File: src/rtl/vlane_pkg.sv
// vlane_pkg: opcodes, operand-type codes, FSM states and the SEW helper
// shared by the vector lane ALU files.
package vlane_pkg;

  localparam logic [5:0] OP_VADD  = 6'b000000;
  localparam logic [5:0] OP_VSUB  = 6'b000010;
  localparam logic [5:0] OP_VRSUB = 6'b000011;
  localparam logic [5:0] OP_VAND  = 6'b001001;
  localparam logic [5:0] OP_VOR   = 6'b001010;
  localparam logic [5:0] OP_VXOR  = 6'b001011;

  localparam logic [2:0] OPT_VV = 3'b001;
  localparam logic [2:0] OPT_VX = 3'b010;
  localparam logic [2:0] OPT_VI = 3'b100;

  typedef enum logic [1:0] {ST_IDLE, ST_RUN, ST_DONE, ST_ERR} state_e;

  typedef struct packed {
    logic [5:0]  opcode;
    logic [2:0]  op_type;
    logic [2:0]  vsew;
    logic [63:0] xs;
    logic [4:0]  imm;
  } instr_t;

  function automatic logic [6:0] sew_bits(input logic [2:0] vsew);
    return 7'd8 << vsew[1:0];
  endfunction

  function automatic logic op_legal(input logic [5:0] op);
    return op inside {OP_VADD, OP_VSUB, OP_VRSUB, OP_VAND, OP_VOR, OP_VXOR};
  endfunction

endpackage

File: src/rtl/vec_lane_alu_chunk.sv
// vlane_chunk_add: LANE_W-bit adder whose carry is re-seeded at every SEW
// element boundary, so narrow elements inside one lane stay independent.
module vlane_chunk_add #(
  parameter int LANE_W = 16
) (
  input  logic [LANE_W-1:0] a,
  input  logic [LANE_W-1:0] b,
  input  logic              cin,
  input  logic              cinit,
  input  logic              chunk_start,
  input  logic [6:0]        sew,
  output logic [LANE_W-1:0] sum,
  output logic              cout
);

  localparam int NBYTES = LANE_W / 8;

  logic carry;

  // SEW is at least 8, so element boundaries can only fall on byte edges.
  always_comb begin
    sum   = '0;
    carry = chunk_start ? cinit : cin;
    for (int k = 0; k < NBYTES; k++) begin
      if (k != 0 && ((k * 8) & (int'(sew) - 1)) == 0) carry = cinit;
      {carry, sum[k*8 +: 8]} = {1'b0, a[k*8 +: 8]} + {1'b0, b[k*8 +: 8]} + {8'b0, carry};
    end
    cout = carry;
  end

endmodule

File: src/rtl/vec_lane_alu.sv
// vec_lane_alu: beat-serialised multi-lane vector integer ALU (vadd/vsub/vrsub/vand/vor/vxor).
// Define VLANE_MASK_EN to add the vm/v0 ports that clear byte enables of inactive elements.
module vec_lane_alu
  import vlane_pkg::*;
#(
  parameter int VLEN     = 128,
  parameter int LANE_W   = 16,
  parameter int NB_LANES = 2,
  localparam int BEAT_W  = NB_LANES * LANE_W,
  localparam int NBEATS  = VLEN / BEAT_W,
  localparam int IDX_W   = (NBEATS > 1) ? $clog2(NBEATS) : 1
) (
  input  logic                clk,
  input  logic                resetn,
  input  logic                start,
  input  logic [5:0]          opcode,
  input  logic [2:0]          op_type,
  input  logic [2:0]          vsew,
  input  logic [VLEN-1:0]     vs1,
  input  logic [VLEN-1:0]     vs2,
  input  logic [63:0]         xs,
  input  logic [4:0]          imm,
`ifdef VLANE_MASK_EN
  input  logic                vm,
  input  logic [VLEN-1:0]     v0,
`endif
  output logic                busy,
  output logic                out_valid,
  input  logic                out_ready,
  output logic [BEAT_W-1:0]   out_data,
  output logic [IDX_W-1:0]    out_idx,
  output logic [BEAT_W/8-1:0] out_be,
  output logic                done,
  output logic                err
);

  state_e               state_q, state_d;
  instr_t               ins_q, ins_d, ins_in, ins_s;
  logic [VLEN-1:0]      vs1_q, vs1_d, vs2_q, vs2_d, vs1_s, vs2_s;
  logic                 busy_q, busy_d, out_valid_q, out_valid_d;
  logic                 done_q, done_d, err_q, err_d, carry_q, carry_d;
  logic [BEAT_W-1:0]    out_data_q, out_data_d;
  logic [IDX_W-1:0]     out_idx_q, out_idx_d;
  logic [BEAT_W/8-1:0]  out_be_q, out_be_d;
`ifdef VLANE_MASK_EN
  logic                 vm_q, vm_d, vm_s;
  logic [VLEN-1:0]      v0_q, v0_d, v0_s;
`endif

  logic                 idle;
  logic [IDX_W-1:0]     beat_s;
  int                   beat_off;
  logic [6:0]           sew;
  logic [5:0]           sew_m;
  logic [63:0]          scalar;
  logic [VLEN-1:0]      rep_vec, op1_vec;
  logic [BEAT_W-1:0]    op1_beat, vs2_beat, add_a, add_b, beat_data;
  logic [BEAT_W/8-1:0]  beat_be;
  logic                 cinit;
  logic [NB_LANES:0]    chain;

  // While idle the beat datapath looks at the live inputs, so beat 0 can be
  // registered on the very edge that accepts start.
  always_comb begin
    ins_in.opcode  = opcode;
    ins_in.op_type = op_type;
    ins_in.vsew    = vsew;
    ins_in.xs      = xs;
    ins_in.imm     = imm;
  end

  assign idle     = (state_q == ST_IDLE);
  assign ins_s    = idle ? ins_in : ins_q;
  assign vs1_s    = idle ? vs1 : vs1_q;
  assign vs2_s    = idle ? vs2 : vs2_q;
  assign beat_s   = idle ? '0 : out_idx_q + 1'b1;
  assign beat_off = int'(beat_s) * BEAT_W;
  assign sew      = sew_bits(ins_s.vsew);
  assign sew_m    = 6'(sew - 7'd1);

  always_comb begin
    scalar  = (ins_s.op_type == OPT_VI) ? {{59{ins_s.imm[4]}}, ins_s.imm} : ins_s.xs;
    rep_vec = '0;
    for (int i = 0; i < VLEN; i++) rep_vec[i] = scalar[6'(i) & sew_m];
    op1_vec = (ins_s.op_type == OPT_VX || ins_s.op_type == OPT_VI) ? rep_vec : vs1_s;
  end

  assign op1_beat = op1_vec[beat_off +: BEAT_W];
  assign vs2_beat = vs2_s[beat_off +: BEAT_W];

  // Subtractions become an add of the inverted operand, seeded with 1 per element.
  always_comb begin
    add_a = vs2_beat;
    add_b = op1_beat;
    cinit = 1'b0;
    case (ins_s.opcode)
      OP_VSUB: begin
        add_b = ~op1_beat;
        cinit = 1'b1;
      end
      OP_VRSUB: begin
        add_a = op1_beat;
        add_b = ~vs2_beat;
        cinit = 1'b1;
      end
      default: ;
    endcase
  end

  assign chain[0] = carry_q;

  for (genvar l = 0; l < NB_LANES; l++) begin : g_lane
    logic              lane_start;
    logic [LANE_W-1:0] lane_sum, a_l, b_l;

    assign lane_start = (((beat_off + l * LANE_W) & (int'(sew) - 1)) == 0);
    assign a_l        = vs2_beat[l*LANE_W +: LANE_W];
    assign b_l        = op1_beat[l*LANE_W +: LANE_W];

    vlane_chunk_add #(.LANE_W(LANE_W)) u_add (
      .a           (add_a[l*LANE_W +: LANE_W]),
      .b           (add_b[l*LANE_W +: LANE_W]),
      .cin         (chain[l]),
      .cinit       (cinit),
      .chunk_start (lane_start),
      .sew         (sew),
      .sum         (lane_sum),
      .cout        (chain[l+1])
    );

    assign beat_data[l*LANE_W +: LANE_W] =
      (ins_s.opcode == OP_VAND) ? (a_l & b_l) :
      (ins_s.opcode == OP_VOR)  ? (a_l | b_l) :
      (ins_s.opcode == OP_VXOR) ? (a_l ^ b_l) : lane_sum;
  end

`ifdef VLANE_MASK_EN
  assign vm_s = idle ? vm : vm_q;
  assign v0_s = idle ? v0 : v0_q;

  always_comb begin
    beat_be = '0;
    for (int j = 0; j < BEAT_W / 8; j++) begin
      beat_be[j] = vm_s | v0_s[(beat_off + j * 8) >> (int'(ins_s.vsew[1:0]) + 3)];
    end
  end
`else
  assign beat_be = '1;
`endif

  always_comb begin
    state_d     = state_q;
    ins_d       = ins_q;
    vs1_d       = vs1_q;
    vs2_d       = vs2_q;
    busy_d      = busy_q;
    out_valid_d = out_valid_q;
    out_data_d  = out_data_q;
    out_idx_d   = out_idx_q;
    out_be_d    = out_be_q;
    carry_d     = carry_q;
    done_d      = 1'b0;
    err_d       = 1'b0;
`ifdef VLANE_MASK_EN
    vm_d        = vm_q;
    v0_d        = v0_q;
`endif
    case (state_q)
      ST_IDLE: begin
        if (start) begin
          ins_d = ins_in;
          vs1_d = vs1;
          vs2_d = vs2;
`ifdef VLANE_MASK_EN
          vm_d  = vm;
          v0_d  = v0;
`endif
          if (ins_in.vsew[2] || !op_legal(ins_in.opcode)) begin
            state_d = ST_ERR;
            done_d  = 1'b1;
            err_d   = 1'b1;
          end else begin
            state_d     = ST_RUN;
            busy_d      = 1'b1;
            out_valid_d = 1'b1;
            out_data_d  = beat_data;
            out_be_d    = beat_be;
            out_idx_d   = beat_s;
            carry_d     = chain[NB_LANES];
          end
        end
      end
      ST_RUN: begin
        if (out_valid_q && out_ready) begin
          if (out_idx_q == IDX_W'(NBEATS - 1)) begin
            state_d     = ST_DONE;
            busy_d      = 1'b0;
            out_valid_d = 1'b0;
            out_data_d  = '0;
            out_be_d    = '0;
            out_idx_d   = '0;
            carry_d     = 1'b0;
            done_d      = 1'b1;
          end else begin
            out_data_d = beat_data;
            out_be_d   = beat_be;
            out_idx_d  = beat_s;
            carry_d    = chain[NB_LANES];
          end
        end
      end
      default: state_d = ST_IDLE;
    endcase
  end

  always_ff @(posedge clk) begin
    if (!resetn) begin
      state_q     <= ST_IDLE;
      ins_q       <= '0;
      vs1_q       <= '0;
      vs2_q       <= '0;
      busy_q      <= 1'b0;
      out_valid_q <= 1'b0;
      out_data_q  <= '0;
      out_idx_q   <= '0;
      out_be_q    <= '0;
      carry_q     <= 1'b0;
      done_q      <= 1'b0;
      err_q       <= 1'b0;
`ifdef VLANE_MASK_EN
      vm_q        <= 1'b0;
      v0_q        <= '0;
`endif
    end else begin
      state_q     <= state_d;
      ins_q       <= ins_d;
      vs1_q       <= vs1_d;
      vs2_q       <= vs2_d;
      busy_q      <= busy_d;
      out_valid_q <= out_valid_d;
      out_data_q  <= out_data_d;
      out_idx_q   <= out_idx_d;
      out_be_q    <= out_be_d;
      carry_q     <= carry_d;
      done_q      <= done_d;
      err_q       <= err_d;
`ifdef VLANE_MASK_EN
      vm_q        <= vm_d;
      v0_q        <= v0_d;
`endif
    end
  end

  assign busy      = busy_q;
  assign out_valid = out_valid_q;
  assign out_data  = out_data_q;
  assign out_idx   = out_idx_q;
  assign out_be    = out_be_q;
  assign done      = done_q;
  assign err       = err_q;

endmodule
File: config.mk
export PLATFORM = sky130hd
export DESIGN_NAME = vec_lane_alu
export DESIGN_NICKNAME = d
export VERILOG_FILES = /design/src/rtl/vlane_pkg.sv /design/src/rtl/vec_lane_alu_chunk.sv /design/src/rtl/vec_lane_alu.sv
export SDC_FILE = /design/constraint.sdc
export NUM_CORES = 1
export LEC_CHECK = 0
export ABC_AREA = 1
export CAP_MARGIN = 20
export CORE_AREA = 2 2 199 201
export CTS_CLUSTER_DIAMETER = 40
export DETAILED_ROUTE_END_ITERATION = 10
export DIE_AREA = 0 0 201 203
export PLACE_DENSITY = 0.83
export SYNTH_ARGS = -nofsm -noshare
export SYNTH_HDL_FRONTEND = slang
export SYNTH_SLANG_ARGS = --single-unit
File: constraint.sdc
create_clock -name clk -period 35.2 [get_ports clk]
set_clock_uncertainty 0.05 [all_clocks]
set_input_delay 10.56 -clock clk [delete_from_list [all_inputs] [get_ports clk]]
set_output_delay 10.56 -clock clk [all_outputs]
set_load 0.01 [all_outputs]
==> flow_summary_export.csv, run 1 <==
group,metric,value,unit
yosys,synth_compound_area_share,22.4,%
setup_path,end_kind,"register",
clock_tree,cts_buffers,52,
floorplan,io_pins,383,
yosys,synthXorXnorAreaFrac,0.712,%
yosys,syn_area_per_cell,6.55,um^2
setup_path,crit_path_max_fanout,50,
finish,seqCellArea,7550,um^2
power,p_clk_share,23.0,%
yosys,synth-edff-count,0,
yosys,yosys_warnings,0,
setup_path,slowest_delay,0.71,ns
placed_design,dp_hpwl,59500,um
timing,timing.final.crit_share,61.2,%
setup_path,critPathSlowestCell,"clkdlybuf4s50_1",
global_route,grt_overflow_total,0,
timing,worst_pin_slew,1.13,ns
routing,wl_per_cell,20.7,um
power,p_int,1.25,mW
timing,tns,0,ns
yosys,yosys.area_share.simple,28.7,%
finish,nFillCells,3052,
setup_path,r2r_cells,49,
global_route,grt_first_pass_wirelength,132000,um
clock_tree,cts_hold_buf,0,
setup_path,path_class,"in -> reg",
setup_path,arrival,21.93,ns
timing,slew_viol_final,0,
clock_tree,post_cts_resized,0,
floorplan,start_util,57.6,%
yosys,ys_top_cells_by_count,"833 x nand2_1, 598 x nor2_1, 385 x o21ai_0",
finish,fin_nets,4040,
floorplan,core_area,38500,um^2
routing,drtPass1Iterations,8,
placed_design,placed_cell_area,25700,um^2
routing,drt_wl_total,86000,um
timing,fmax,46.5,MHz
yosys,ys_seq_area_share,34.1,%
yosys,synth.cell_area,22100,um^2
timing,hold_viol,0,
floorplan,dieArea,40800,um^2
yosys,synth_fa_ha_area_share,5.98,%
timing,rsz0062_at_grt,"no",
job,drv_cap,0,
clock_tree,cts_tree,"built",
power,p_leak,12.0,nW
yosys,synthFlopType,"dfxtp_1",
finish,finalInstanceArea,27500,um^2
power,power_frac_seq,23.9,%
finish,syn2layout_area_growth,24.2,%
finish,drive_gt1_share,5.69,%
routing,vias_per_cell,6.01,
clock_tree,cts-root-buf,"clkbuf_16",
clock_tree,htreeDepth,2,
finish,multi_input_area,12800,um^2
yosys,async_reset_ff_share,0,%
floorplan,die_y,203,um
yosys,synth_cell_types,61,
global_route,antenna_found_initial,8,
clock_tree,post_cts_buffers,0,
placed_design,gp_congestion,0.960,
yosys,synth_mux_area_share,0.0904,%
power,pwr-share-comb,53.0,%
clock_tree,clk_latency,0.63,ns
routing,antenna_left,0,
hold_path,hp-class,"reg -> reg",
timing,setup_viol_count_final,0,
status,status,"completed",
clock_tree,clk_pin_slew,0.05,ns
floorplan,dieWidth,201,um
global_route,grt_max_degree,204,
yosys,yosysTopAreaCellShare,34.1,%
power,vdd_drop_max,0.0431,mV
power,p_sw_share,46.1,%
clock_tree,clockBufferDepth,3,
power,power_density,84.2,nW/um^2
global_route,grtUsageTotal,40.9,%
global_route,grt_pass1_vias,23500,
yosys,synth.most_common_cell,"nand2_1",
timing,min_period,21.53,ns
clock_tree,clkSinkCount,377,
routing,vias,25000,
yosys,yosys-top-cells-area,"dfxtp_1 34%, nand2_1 14%, nor2_1 10%",
floorplan,rows,72,
yosys,netlist_instances,3380,
routing,drc,0,
yosys,synth-seq-cells,377,
yosys,synth_area_leader_cell,"dfxtp_1",
power,netSwitchingPower,1.07,mW
hold_path,holdPathStages,2,
setup_path,worstPathRequired,35.60,ns
placed_design,portBuffers,382,
yosys,syn-num-nets,3822,
setup_path,startpoint_type,"input pin",
routing,drt_iter0_drc,2989,
yosys,synth_top_family_by_area,"simple AND/OR/NAND/NOR gates",
timing,max_slew_margin,24.5,%
## cells by family after synthesis
group / count (synthesis)
AO/OA/AOI/OAI: 883
XOR/XNOR: 18
adder cells (fa/ha/maj): 101
buffers and inverters: 411
flip-flops: 377
multiplexers: 2
AND/OR/NAND/NOR: 1588
## metrics by stage
stage                     utilization [%]  std cells  power [mW]  worst slack (ns)  hold WS (ns)
after floorplan                         -       3380        1.37             15.83         0.375
after global placement               66.8       4061        1.71             13.62         0.385
after detailed placement             66.9       4062        1.75             13.33         0.389
after CTS                            71.5       4155        2.28             13.90         0.397
after global routing                 71.5       4160        2.47             12.87         0.418
final                                71.5       4160        2.32             13.67         0.396
## registers in the layout (all words and copies together) (netlist names), 2 cells and up
register and count:
out_data 32, state_q 2, out_idx 2, vs2_q 128
ins_q 80, vs1_q 128
## layer usage
layer / up-vias / GRT usage [%] / share of wire (%)
li1: 11500 / - / -
met1: 11700 / 53.7 / 40
met2: 1544 / 64.5 / 44
met3: 259 / 8.39 / 10
met4: 2 / 19.6 / 5.1
met5: - / 0 / 0.015
## layout make-up
| cell class | count | area share [%] |
|---|---|---|
| Tap cell | 518 | 2.36 |
| Timing Repair Buffer | 406 | 14.6 |
| Clock buffer | 62 | 5.12 |
| Clock inverter | 31 | 1.31 |
| Sequential cell | 377 | 27.5 |
| Inverter | 169 | 2.36 |
| Multi-Input combinational cell | 2592 | 46.7 |
| Antenna cell | 5 | 0.0455 |
## path summary, 6_finish.rpt
path	start	endpoint	slack, ns
max	opcode[5]	out_data[30]$_SDFFE_PN0P_	13.67
min	ins_q[27]$_SDFFE_PN0P_	ins_q[27]$_SDFFE_PN0P_	0.40
max reg2reg	state_q[1]$_SDFFE_PN0P_	out_data[30]$_SDFFE_PN0P_	22.96
min reg2reg	ins_q[27]$_SDFFE_PN0P_	ins_q[27]$_SDFFE_PN0P_	0.40
## worst max-delay path, delay by kind of cell
| family | cells | cell delay, ns |
|---|---|---|
| AOI/OAI and AO/OA | 23 | 4.02 |
| adders and majority gates | 8 | 3.95 |
| buffers and inverters | 4 | 2.06 |
| and+or+nand+nor | 11 | 1.27 |
## placed cells by master (no fill, tap or decap), types with 19 or more instances in the layout
cell type	count
nor2_1	597
o21ai_1	47
inv_1	146
clkdlybuf4s50_1	381
o221ai_1	25
o211ai_1	30
dfxtp_1	376
buf_4	22
nand3_1	91
nand2_1	833
a21oi_1	273
o21ai_0	385
a22oi_1	27
clkbuf_16	52
o31ai_1	23
ha_1	93
inv_2	19
## power groups by stage
stage	clock network [mW]	registers [mW]	logic [mW]
2_1_floorplan	0	0.555	0.814
3_3_place_gp	0	0.556	1.16
5_1_grt	0.552	0.561	1.35
6_report	0.534	0.554	1.23
3_5_place_dp	0	0.559	1.19
4_1_cts	0.534	0.552	1.20
Note: power is estimated with default switching activity, not from simulation.
==> run 2, diff against run 1 <==
--- a/config.mk
+++ b/config.mk
@@ -7,11 +7,11 @@
 export LEC_CHECK = 0
 export ABC_AREA = 1
 export CAP_MARGIN = 20
-export CORE_AREA = 2 2 199 201
+export CORE_AREA = 2 2 206 208
 export CTS_CLUSTER_DIAMETER = 40
 export DETAILED_ROUTE_END_ITERATION = 10
-export DIE_AREA = 0 0 201 203
-export PLACE_DENSITY = 0.83
+export DIE_AREA = 0 0 208 210
+export PLACE_DENSITY = 0.78
 export SYNTH_ARGS = -nofsm -noshare
 export SYNTH_HDL_FRONTEND = slang
 export SYNTH_SLANG_ARGS = --single-unit
==> constraint.sdc (replaced) <==
create_clock -name clk -period 22.1 [get_ports clk]
set_clock_uncertainty 0.05 [all_clocks]
set_input_delay 6.63 -clock clk [delete_from_list [all_inputs] [get_ports clk]]
set_output_delay 6.63 -clock clk [all_outputs]
set_load 0.01 [all_outputs]
==> flow_summary_export.csv, run 2 (synthesis gave the netlist of run 1 again) <==
group,metric,value,unit
finish,layout_commonest_cell,"nand2_1",
timing,fmax,57.3,MHz
finish,stdcell_count,4190,
finish,syn2layout_area_growth,24.6,%
floorplan,start_util,53.4,%
setup_path,worstPathRequired,22.49,ns
setup_path,crit_family,"adder cells",
setup_path,arrival,17.84,ns
finish,multi_input_area,12800,um^2
finish,fin_nets,4040,
setup_path,ff2ff_setup_slack,10.16,ns
setup_path,worstSetupStartpoint,"opcode[5]",
global_route,grtUsageTotal,38.1,%
clock_tree,htreeDepth,2,
setup_path,end_kind,"register",
routing,vias_per_cell,5.89,
power,power_density,134,nW/um^2
clock_tree,clkSinkCount,377,
clock_tree,clk_pin_slew,0.06,ns
routing,wl_met2,38000,um
placed_design,gp_congestion,0.963,
global_route,grt_pass1_vias,22400,
setup_path,startpoint_type,"input pin",
power,vdd_drop_max,0.0953,mV
global_route,grt_max_degree,237,
global_route,grt_overflow_total,0,
floorplan,dieWidth,208,um
clock_tree,cts_buffers,54,
floorplan,rows,75,
finish,reg_top3,"vs1_q (128), vs2_q (128), ins_q (80)",
setup_path,worstReg2RegEnd,"out_data[30]$_SDFFE_PN0P_",
job,drv_cap,0,
clock_tree,cts_hold_buf,0,
setup_path,crit_cells,46,
clock_tree,post_cts_resized,0,
finish,nFillCells,3611,
routing,wl_per_cell,20.7,um
routing,drt_wl_total,86600,um
placed_design,dp_cells,4081,
routing,dr.max_layer_used,"met5",
setup_path,path_class,"in -> reg",
routing,drtPass1Iterations,6,
setup_path,r2r_cells,46,
timing,rsz0062_at_grt,"no",
routing,dr_wl_met3,8600,um
routing,vias,24700,
hold_path,hp-class,"reg -> reg",
power,p_leak,12.0,nW
status,status,"completed",
clock_tree,clockBufferDepth,3,
routing,drc,0,
timing,max_slew_margin,20.2,%
placed_design,dp_hpwl,60300,um
clock_tree,cts-root-buf,"clkbuf_16",
power,power,3.71,mW
setup_path,slowest_delay,0.68,ns
timing,slew_viol_final,0,
clock_tree,cts_tree,"built",
setup_path,critPathCapture,"out_data[30]$_SDFFE_PN0P_",
timing,setup_viol_count_final,0,
finish,seqCellArea,7550,um^2
routing,drt_iter0_drc,3128,
setup_path,path_buf_inv,4,
setup_path,r2r_start,"state_q[1]$_SDFFE_PN0P_",
finish,finalInstanceArea,27600,um^2
floorplan,dieArea,43700,um^2
routing,wl_met1,36400,um
finish,layout_common_cells,"833 x nand2_1, 597 x nor2_1, 385 x o21ai_0",
timing,worst_pin_slew,1.18,ns
floorplan,core_area,41500,um^2
global_route,antenna_found_initial,8,
floorplan,io_pins,383,
finish,fin_util,66.5,%
placed_design,portBuffers,382,
timing,timing.final.crit_share,79.0,%
finish,drive_gt1_share,5.74,%
timing,tns,0,ns
timing,hold_viol,0,
placed_design,placed_cell_area,25700,um^2
routing,antenna_left,0,
clock_tree,post_cts_buffers,0,
global_route,grt_first_pass_wirelength,131000,um
setup_path,crit_path_max_fanout,50,
clock_tree,clk_latency,0.63,ns
timing,min_period,17.45,ns
floorplan,die_y,210,um
setup_path,critPathSlowestCell,"inv_2",
==> run 2: worst min-delay path, stage by stage (launching register included) <==
cell and delay, ns:
dfxtp_1 0.30, inv_1 0.06, a21oi_1 0.05
==> run 2: worst min-delay path by stage <==
| stage | from | endpoint | slack, ns | cells past startpoint |
|---|---|---|---|---|
| 2_1_floorplan | ins_q[27]$_SDFFE_PN0P_ | ins_q[27]$_SDFFE_PN0P_ | 0.37 | 2 |
| 3_3_place_gp | vs2_q[121]$_SDFFE_PN0P_ | vs2_q[121]$_SDFFE_PN0P_ | 0.39 | 2 |
| 3_5_place_dp | vs2_q[121]$_SDFFE_PN0P_ | vs2_q[121]$_SDFFE_PN0P_ | 0.39 | 2 |
| 4_1_cts | vs2_q[121]$_SDFFE_PN0P_ | vs2_q[121]$_SDFFE_PN0P_ | 0.40 | 2 |
| 5_1_grt | vs2_q[121]$_SDFFE_PN0P_ | vs2_q[121]$_SDFFE_PN0P_ | 0.41 | 2 |
| 6_report | vs2_q[122]$_SDFFE_PN0P_ | vs2_q[122]$_SDFFE_PN0P_ | 0.40 | 2 |
==> run 2: layout make-up <==
| cell class | count | share of cell area (%) |
|---|---|---|
| Inverter | 169 | 2.35 |
| Antenna cell | 7 | 0.0635 |
| Timing Repair Buffer | 404 | 14.5 |
| Clock inverter | 37 | 1.52 |
| Clock buffer | 65 | 5.20 |
| Tap cell | 539 | 2.44 |
| Multi-Input combinational cell | 2592 | 46.6 |
| Sequential cell | 377 | 27.4 |
==> run 2: routing by layer <==
metal  up-vias  GRT usage [%]
met4         2           16.3
met1     11600           53.9
met3       192           6.00
met5         -              0
met2      1366           57.9
li1      11500              -
==> run 2: where the power goes <==
group / total (mW) / internal, mW / switching [mW] / leakage (nW)
Clock: 0.879 / 0.513 / 0.365 / 0.881
Combinational: 1.94 / 0.667 / 1.28 / 8.05
Sequential: 0.882 / 0.809 / 0.0728 / 3.11
Total: 3.71 / 1.99 / 1.72 / 12.0
==> run 2: per-stage QoR <==
stage,setup slack [ns],hold WS [ns]
after detailed placement,4.14,0.390
after CTS,4.75,0.400
after global routing,3.67,0.413
after floorplan,6.66,0.375
final,4.65,0.403
after global placement,4.28,0.385
